===== src/rtl/cpu_sqrt_core.sv =====
// Integer square root by odd-number subtraction: ANS0 = floor(sqrt(number)), ANS1 = remainder.
// Define CPU_LIVE_EN to make ANS0/ANS1 follow the running count and residue every RUN cycle.
module cpu_sqrt_core #(
  parameter int unsigned WIDTH = 32
) (
  input  logic             clk,
  input  logic             rst,
  input  logic             en,
  input  logic [WIDTH-1:0] number,
  output logic [WIDTH-1:0] ANS0,
  output logic [WIDTH-1:0] ANS1
);

  typedef enum logic [1:0] {StIdle, StRun, StDone} state_e;

  state_e           state_q, state_d;
  logic [WIDTH-1:0] num_q, num_d;
  logic [WIDTH-1:0] r_q, r_d;
  logic [WIDTH-1:0] odd_q, odd_d;
  logic [WIDTH-1:0] cnt_q, cnt_d;
  logic [WIDTH-1:0] ans0_q, ans0_d;
  logic [WIDTH-1:0] ans1_q, ans1_d;
  logic             load;

  always_comb begin
    state_d = state_q;
    num_d   = num_q;
    r_d     = r_q;
    odd_d   = odd_q;
    cnt_d   = cnt_q;
    ans0_d  = ans0_q;
    ans1_d  = ans1_q;
    load    = 1'b0;

    if (en) begin
      unique case (state_q)
        StIdle: load = 1'b1;
        StRun: begin
          // Compare before subtract so r never wraps.
          if (r_q >= odd_q) begin
            r_d   = r_q - odd_q;
            odd_d = odd_q + WIDTH'(2);
            cnt_d = cnt_q + WIDTH'(1);
`ifdef CPU_LIVE_EN
            ans0_d = cnt_q + WIDTH'(1);
            ans1_d = r_q - odd_q;
`endif
          end else begin
            ans0_d  = cnt_q;
            ans1_d  = r_q;
            state_d = StDone;
          end
        end
        StDone: load = (number != num_q);
        default: state_d = StIdle;
      endcase
    end

    if (load) begin
      num_d   = number;
      r_d     = number;
      odd_d   = WIDTH'(1);
      cnt_d   = '0;
      state_d = StRun;
`ifdef CPU_LIVE_EN
      ans0_d = '0;
      ans1_d = number;
`endif
    end
  end

  always_ff @(posedge clk or negedge rst) begin
    if (!rst) begin
      state_q <= StIdle;
      num_q   <= '0;
      r_q     <= '0;
      odd_q   <= WIDTH'(1);
      cnt_q   <= '0;
      ans0_q  <= '0;
      ans1_q  <= '0;
    end else begin
      state_q <= state_d;
      num_q   <= num_d;
      r_q     <= r_d;
      odd_q   <= odd_d;
      cnt_q   <= cnt_d;
      ans0_q  <= ans0_d;
      ans1_q  <= ans1_d;
    end
  end

  assign ANS0 = ans0_q;
  assign ANS1 = ans1_q;

endmodule


===== config.mk =====
export PLATFORM = sky130hd
export DESIGN_NAME = cpu_sqrt_core
export DESIGN_NICKNAME = d
export VERILOG_FILES = /design/src/rtl/cpu_sqrt_core.sv
export SDC_FILE = /design/constraint.sdc
export NUM_CORES = 1
export LEC_CHECK = 0
export CORE_MARGIN = 10
export CORE_UTILIZATION = 59
export CTS_CLUSTER_SIZE = 24
export DETAILED_ROUTE_END_ITERATION = 12
export PLACE_DENSITY = 0.86
export SLEW_MARGIN = 0
export SYNTH_ARGS = -nofsm -noshare
export SYNTH_HDL_FRONTEND = slang
export SYNTH_SLANG_ARGS = --single-unit

===== constraint.sdc =====
create_clock -name clk -period 7.69 [get_ports clk]
set_input_delay 1.538 -clock clk [delete_from_list [all_inputs] [get_ports clk]]
set_output_delay 1.538 -clock clk [all_outputs]
set_load 0.005 [all_outputs]

==> flow_summary.json, run 1 <==
{
  "outcome": "complete, no violations",
  "cts_inserted_buffers": 17,
  "mappedNetlistArea_mm2": 0.0107,
  "design.portCount": 99,
  "final_cell_area_mm2": 0.0124,
  "worst-setup-path-type": "in -> reg",
  "report.final.setup_viol": 0,
  "yosysSeqAreaShare": 0.452,
  "die_width_um": 155,
  "tritoncts": "built",
  "detailedPlacementHpwl_mm": 19.1,
  "regToRegSetupSlack_ns": 3.55,
  "hold_violations": 0,
  "max_clock_freq_ghz": 0.234,
  "crit-reg2reg-launch": "odd_q[23]$_DFFE_PN0P_",
  "power_density_mw_per_mm2": 376,
  "drt.antenna.violating_nets": 0,
  "core_area_mm2": 0.0179,
  "drv_cap": 0,
  "synth_fp_nets": 1107,
  "n_antenna_cell": 0,
  "max-clock-path-buffers": 2,
  "cts_htree_levels": 4,
  "worst-endpoint-arrival_ns": 4.56,
  "synth_cell_types": 66,
  "crit_path_start_kind": "input port",
  "floorplan.die.height_um": 155,
  "drive_above_1_share": 0.135,
  "hp-class": "reg -> reg",
  "critical_path_capture_point_type": "register",
  "timing.final.crit_period_ns": 4.27,
  "start_util": 0.600,
  "crit_fanout": 79,
  "avgSynthCellArea_um2": 10.4,
  "hold_sp": "ANS1[1]$_DFFE_PN0P_",
  "iteration_0_drc_count_of_the_detailed_router": 737,
  "grt_use_total": 0.226,
  "layout.core_utilization": 0.695,
  "cts_sinks": 194,
  "min_to": "ANS1[1]$_DFFE_PN0P_",
  "die_area_mm2": 0.0240,
  "wl_per_cell_um": 20.3,
  "post_cts_resize_count": 0,
  "totalPowerFinal_mw": 4.68,
  "grt_antenna_before_repair": 0,
  "static_leakage_nw": 5.18,
  "slew_headroom": 0.235,
  "grt_pass1_vias": 8694,
  "route.detailed.drc": 0,
  "detail_route.first_pass.iterations": 5,
  "placementRows": 49,
  "global_route_wire_length_before_repair_mm": 44.6,
  "finalWeightedCongestion": 0.917,
  "ctsRootBufferMaster": "sky130_fd_sc_hd__clkbuf_16",
  "post_cts_hold_buffer_count": 0,
  "post-cts-setup-buffers": 0,
  "synth_async_sr_flop_share": 1.00,
  "timing.setup.tns_ns": 0,
  "number_of_synthesized_flops_with_an_enable_pin": 0,
  "r2r_cells": 10,
  "post_synth_inst_count": 1037,
  "gr-total-overflow": 0,
  "timing.clock.skew_ns": 0.00972,
  "report.final.slew_viol_count": 0,
  "detailed_route_wl_mm": 27.4,
  "final.period_utilization": 0.555,
  "port_buffers": 98,
  "dr_total_vias": 8624,
  "crit_required_ns": 7.99,
  "vdd_ir_drop_max_v": 0.000266,
  "grt_setup_unrepaired": "false",
  "synth.yosys.warnings": 0,
  "vias_per_cell": 6.37,
  "yosys_most_used_dff": "sky130_fd_sc_hd__dfrtp_1",
  "place_area_mm2": 0.0118,
  "syn_to_final_growth_pct": 15.9,
  "worst_r2r_endpoint": "ANS0[30]$_DFFE_PN0P_",
  "clk-insertion-delay-late_ns": 0.43,
  "ys_ff_latch": 194,
  "worstHoldPathCells": 2,
  "clk_transition_reported_paths_ns": 0.07,
  "worst_slew_pin_slew_ns": 1.15,
  "nNetsFinal": 1181,
  "grt_max_degree": 120
}
[where the power goes]
group | internal (mW) | switching [mW] | leakage [nW]
Clock | 0.502 | 0.423 | 0.298
Sequential | 1.30 | 0.224 | 2.53
Combinational | 1.01 | 1.23 | 2.36
Total | 2.81 | 1.87 | 5.18
[critical path, stage by stage]
cell                              delay, ns
sky130_fd_sc_hd__clkdlybuf4s50_1       0.54
sky130_fd_sc_hd__xor2_1                0.41
sky130_fd_sc_hd__nor4_1                0.16
sky130_fd_sc_hd__and3_1                0.19
sky130_fd_sc_hd__a31oi_1               0.25
sky130_fd_sc_hd__nor2b_4               0.24
sky130_fd_sc_hd__buf_4                 0.67
sky130_fd_sc_hd__nor2b_1               0.10
sky130_fd_sc_hd__a221oi_1              0.30
sky130_fd_sc_hd__o211ai_1              0.14
[flip-flops by register name, indices dropped and copies added (netlist names)]
signal and cells:
ANS0 32, ANS1 32, cnt_q 32, num_q 32, odd_q 32, r_q 32
state_q 2
[cell usage after synthesis (all sizes together), types with 4 or more instances]
library cell	instances	area (um^2)
clkbuf	26	98.8
o21a	4	30.0
nand2	63	236
xor2	14	123
mux2	91	1020
nor2b	10	62.6
a311oi	6	52.6
a2111oi	12	131
and4	10	87.6
a221o	20	200
a211oi	12	100
o21ai	49	257
nor3	14	70.1
nor2	66	248
a41o	4	40.0
or4	14	105
o211ai	6	45.0
a22oi	10	75.1
nand3	35	175
or3	10	62.6
a21oi	56	280
o21bai	6	45.0
or2	6	37.5
o31ai	21	158
nand4	24	150
and3	10	62.6
xnor2	62	543
nor4	6	56.3
a31oi	5	31.3
buf	25	155
and2	9	56.3
inv	49	184
a21o	18	135
a21boi	6	48.8
nand2b	7	43.8
ha	34	425
dfrtp	193	4830
[layer usage]
layer / GRT usage / vias up / wire, um
met5: 0 / - / 0
met4: 0.0729 / 0 / 608
met3: 0.0471 / 53 / 1730
met2: 0.372 / 314 / 13400
met1: 0.290 / 4285 / 11800
li1: - / 3972 / -
[worst max-delay path by stage]
stage	startpoint	to	slack (ns)	cells past startpoint
final	number[0]	r_q[25]$_DFFE_PN0P_	3.42	10
after global routing	odd_q[3]$_DFFE_PN0P_	ANS0[30]$_DFFE_PN0P_	3.21	10
after CTS	number[0]	r_q[25]$_DFFE_PN0P_	3.53	10
after detailed placement	number[0]	r_q[25]$_DFFE_PN0P_	3.10	10
after global placement	number[0]	r_q[25]$_DFFE_PN0P_	3.14	10
after floorplan	number[25]	num_q[10]$_DFFE_PN0N_	4.38	8
[per-stage QoR]
step                setup WS [ns]  hold WS, ns  std cells
floorplan                    4.38        0.473       1037
global placement             3.14        0.463       1321
detailed placement           3.10        0.481       1321
CTS                          3.53        0.499       1353
global route                 3.21        0.511       1353
finish                       3.42        0.495       1353
[kinds of logic (layout without fill, tap and decap cells)]
group,after synthesis,in the layout,share of synthesized area
AND/OR/NAND/NOR,286,286,0.137
AO/OA/AOI/OAI,253,253,0.169
flip-flops,194,194,0.452
buffers and inverters,100,187,0.0408
multiplexers,93,93,0.0973
XOR/XNOR,76,76,0.0620
adder cells (fa/ha/maj),35,35,0.0415
[cells in the final DEF, fill, tap and decap left out, types with 24 or more instances in the layout]
cell,instances
sky130_fd_sc_hd__nand2_1,63
sky130_fd_sc_hd__a21oi_1,56
sky130_fd_sc_hd__inv_1,49
sky130_fd_sc_hd__nand3_1,34
sky130_fd_sc_hd__clkdlybuf4s50_1,97
sky130_fd_sc_hd__dfrtp_1,193
sky130_fd_sc_hd__nand4_1,24
sky130_fd_sc_hd__xnor2_1,62
sky130_fd_sc_hd__ha_1,34
sky130_fd_sc_hd__mux2_2,88
sky130_fd_sc_hd__o21ai_0,45
sky130_fd_sc_hd__nor2_1,66
[layout make-up]
type / instances / area (um^2)
Clock inverter: 14 / 168
Clock buffer: 18 / 439
Inverter: 49 / 184
Multi-Input combinational cell: 743 / 5470
Sequential cell: 194 / 4860
Timing Repair Buffer: 106 / 1040
Fill cell: 1319 / 5460
Tap cell: 229 / 287
(Power assumes the default switching activity.)
==> run 2: changes to the inputs <==
CORE_UTILIZATION = 53   (was 59)
PLACE_DENSITY = 0.81   (was 0.86)
clock period = 3.8 ns   (was 7.69 ns; I/O delays follow)
==> run 2 against run 1 <==
Flip-flop and latch count did not move; worst hold slack got worse by 0.14 ns; die area rose by 9.8%; power rose by 100%; combinational power rose by 110%; count of clock-buffer cells in the layout rose by 3; clock power rose by 110%; critical endpoint is now odd_q[28]$_DFFE_PN0P_.
==> flow_summary.json, run 2 (synthesis gave the netlist of run 1 again) <==
{
  "grt_antenna_before_repair": 0,
  "totalPowerFinal_mw": 9.60,
  "hold_violations": 0,
  "clk-insertion-delay-late_ns": 0.45,
  "drt.antenna.violating_nets": 0,
  "worst-setup-path-type": "reg -> reg",
  "floorplan.die.height_um": 162,
  "vias_per_cell": 6.12,
  "grt_setup_unrepaired": "true",
  "cp-startpoint": "r_q[0]$_DFFE_PN0P_",
  "wl_per_cell_um": 19.8,
  "most-common-layout-cells": "sky130_fd_sc_hd__dfrtp_1 (193), sky130_fd_sc_hd__clkdlybuf4s50_1 (97), sky130_fd_sc_hd__mux2_2 (88)",
  "outcome": "complete, no violations",
  "drive_above_1_share": 0.148,
  "port_buffers": 98,
  "detail_route.first_pass.iterations": 6,
  "timing.critical_path.cells": "inv_1 -> ha_1 -> fa_1 -> nand2b_1 -> a211oi_1 -> o21a_1 -> o31ai_1 -> a21bo_1 -> a211oi_2 -> nand3_1 -> mux2_2",
  "multi_input_comb_area_mm2": 0.00547,
  "final.period_utilization": 0.942,
  "timing.setup.tns_ns": 0,
  "max_clock_freq_ghz": 0.279,
  "grt_use_total": 0.213,
  "detailed_route_wl_mm": 27.8,
  "grt_max_degree": 100,
  "start_util": 0.544,
  "cp_top_family": "compound AO/OA/AOI/OAI gates",
  "report.final.setup_viol": 0,
  "iteration_0_drc_count_of_the_detailed_router": 828,
  "layout.area.seq_mm2": 0.00486,
  "critical_path_capture_point_type": "register",
  "n_antenna_cell": 0,
  "clk_transition_reported_paths_ns": 0.07,
  "static_leakage_nw": 5.29,
  "nNetsFinal": 1198,
  "setup_ws_ns": 0.219,
  "slew_headroom": 0.250,
  "cp_slowest_stage_delay_ns": 0.94,
  "power_density_mw_per_mm2": 757,
  "most_frequent_standard_cell_in_the_layout_excluding_fill_and_tap_cells": "sky130_fd_sc_hd__dfrtp_1",
  "tritoncts": "built",
  "gr-total-overflow": 0,
  "worst-path-buf-inv": 1,
  "drv_cap": 0,
  "cts_inserted_buffers": 17,
  "route.detailed.drc": 0,
  "count_of_non_filler_cells_in_the_finished_layout": 1406,
  "vdd_ir_drop_max_v": 0.000411,
  "die_width_um": 162,
  "critPathSlowestCell": "sky130_fd_sc_hd__a211oi_2",
  "layout.filler_cells": 1563,
  "post_cts_hold_buffer_count": 0,
  "crit-reg2reg-launch": "r_q[0]$_DFFE_PN0P_",
  "crit_required_ns": 4.14,
  "syn_to_final_growth_pct": 18.2,
  "cts_htree_levels": 4,
  "detailedPlacementHpwl_mm": 20.1,
  "die_area_mm2": 0.0263,
  "report.final.slew_viol_count": 0,
  "crit_path_start_kind": "register",
  "worst_hold_slack_after_final_layout_ns": 0.356,
  "grt_pass1_vias": 8671,
  "hp-class": "in -> async",
  "timing.final.crit_period_ns": 3.58,
  "pre_cts_ws_ns": 0.321,
  "design.portCount": 99,
  "placementRows": 51,
  "ctsRootBufferMaster": "sky130_fd_sc_hd__clkbuf_16",
  "cts_sinks": 194,
  "number_of_instances_in_the_placed_design": 1374,
  "global_route_wire_length_before_repair_mm": 45.4,
  "max-clock-path-buffers": 2,
  "core_area_mm2": 0.0197,
  "crit_fanout": 16,
  "worst-endpoint-arrival_ns": 3.92,
  "timing.clock.skew_ns": 0.00991,
  "finalWeightedCongestion": 0.931,
  "worst_slew_pin_slew_ns": 1.12,
  "dr_total_vias": 8598
}
==> run 2: cell count changes in the layout (fill, tap and decap cells not counted), moves of 2 or more <==
cell                       change
sky130_fd_sc_hd__buf_4        +13
sky130_fd_sc_hd__buf_12        +4
sky130_fd_sc_hd__inv_6         -4
sky130_fd_sc_hd__clkbuf_8      +3
sky130_fd_sc_hd__clkinv_4      +2
sky130_fd_sc_hd__inv_8         -2
==> run 2: cell type report <==
| cell class | count | share of cell area |
|---|---|---|
| Sequential cell | 194 | 0.383 |
| Multi-Input combinational cell | 743 | 0.431 |
| Inverter | 49 | 0.0145 |
| Timing Repair Buffer | 123 | 0.0963 |
| Clock buffer | 21 | 0.0379 |
| Tap cell | 265 | 0.0261 |
| Clock inverter | 11 | 0.0115 |
==> run 2: power by group <==
part / switching (mW) / leakage [nW] / internal (mW)
combinational: 2.50 / 2.46 / 2.15
sequential: 0.417 / 2.53 / 2.63
clock: 0.856 / 0.301 / 1.06
==> run 2: per-stage QoR <==
| step | utilization | instance area [um^2] |
|---|---|---|
| after global placement | 0.612 | 12100 |
| after detailed placement | 0.612 | 12100 |
| after global routing | 0.644 | 12700 |
| after CTS | 0.644 | 12700 |
| after floorplan | - | 10700 |
| final | 0.644 | 12700 |
==> run 2: layer usage <==
metal | up-vias | track usage | part of all wire
met5 | - | 0 | 0
met4 | 0 | 0.0715 | 0.021
met3 | 58 | 0.0399 | 0.062
met2 | 316 | 0.347 | 0.48
met1 | 4218 | 0.279 | 0.44
li1 | 4006 | - | -
==> run 2: worst reg2reg max path: cells and delay by family, from the launching register on <==
family          cells  cell delay [ns]
compound gates      5             1.75
simple gates        2             0.37
mux                 1             0.33
buf+inv             1             0.06
flops               1             0.35
fa+ha+maj           2             0.62
==> run 2: final timing paths <==
kind                            slack [ns]                    end  cells after the start
worst max-delay path                  0.22  odd_q[28]$_DFFE_PN0P_                     11
worst min-delay path                  0.36  num_q[13]$_DFFE_PN0N_                      1
worst max register to register        0.22  odd_q[28]$_DFFE_PN0P_                     11
worst min register to register        0.49    ANS1[0]$_DFFE_PN0P_                      2
max in group asynchronous             2.53    r_q[25]$_DFFE_PN0P_                      2
min in group clk                      0.49    ANS1[0]$_DFFE_PN0P_                      2
==> run 2: what timing repair did <==
action / 4_1_cts / 5_1_grt
setup endpoints to repair: 0 / 1
gates resized for setup: 0 / 0
setup buffers: 0 / 0
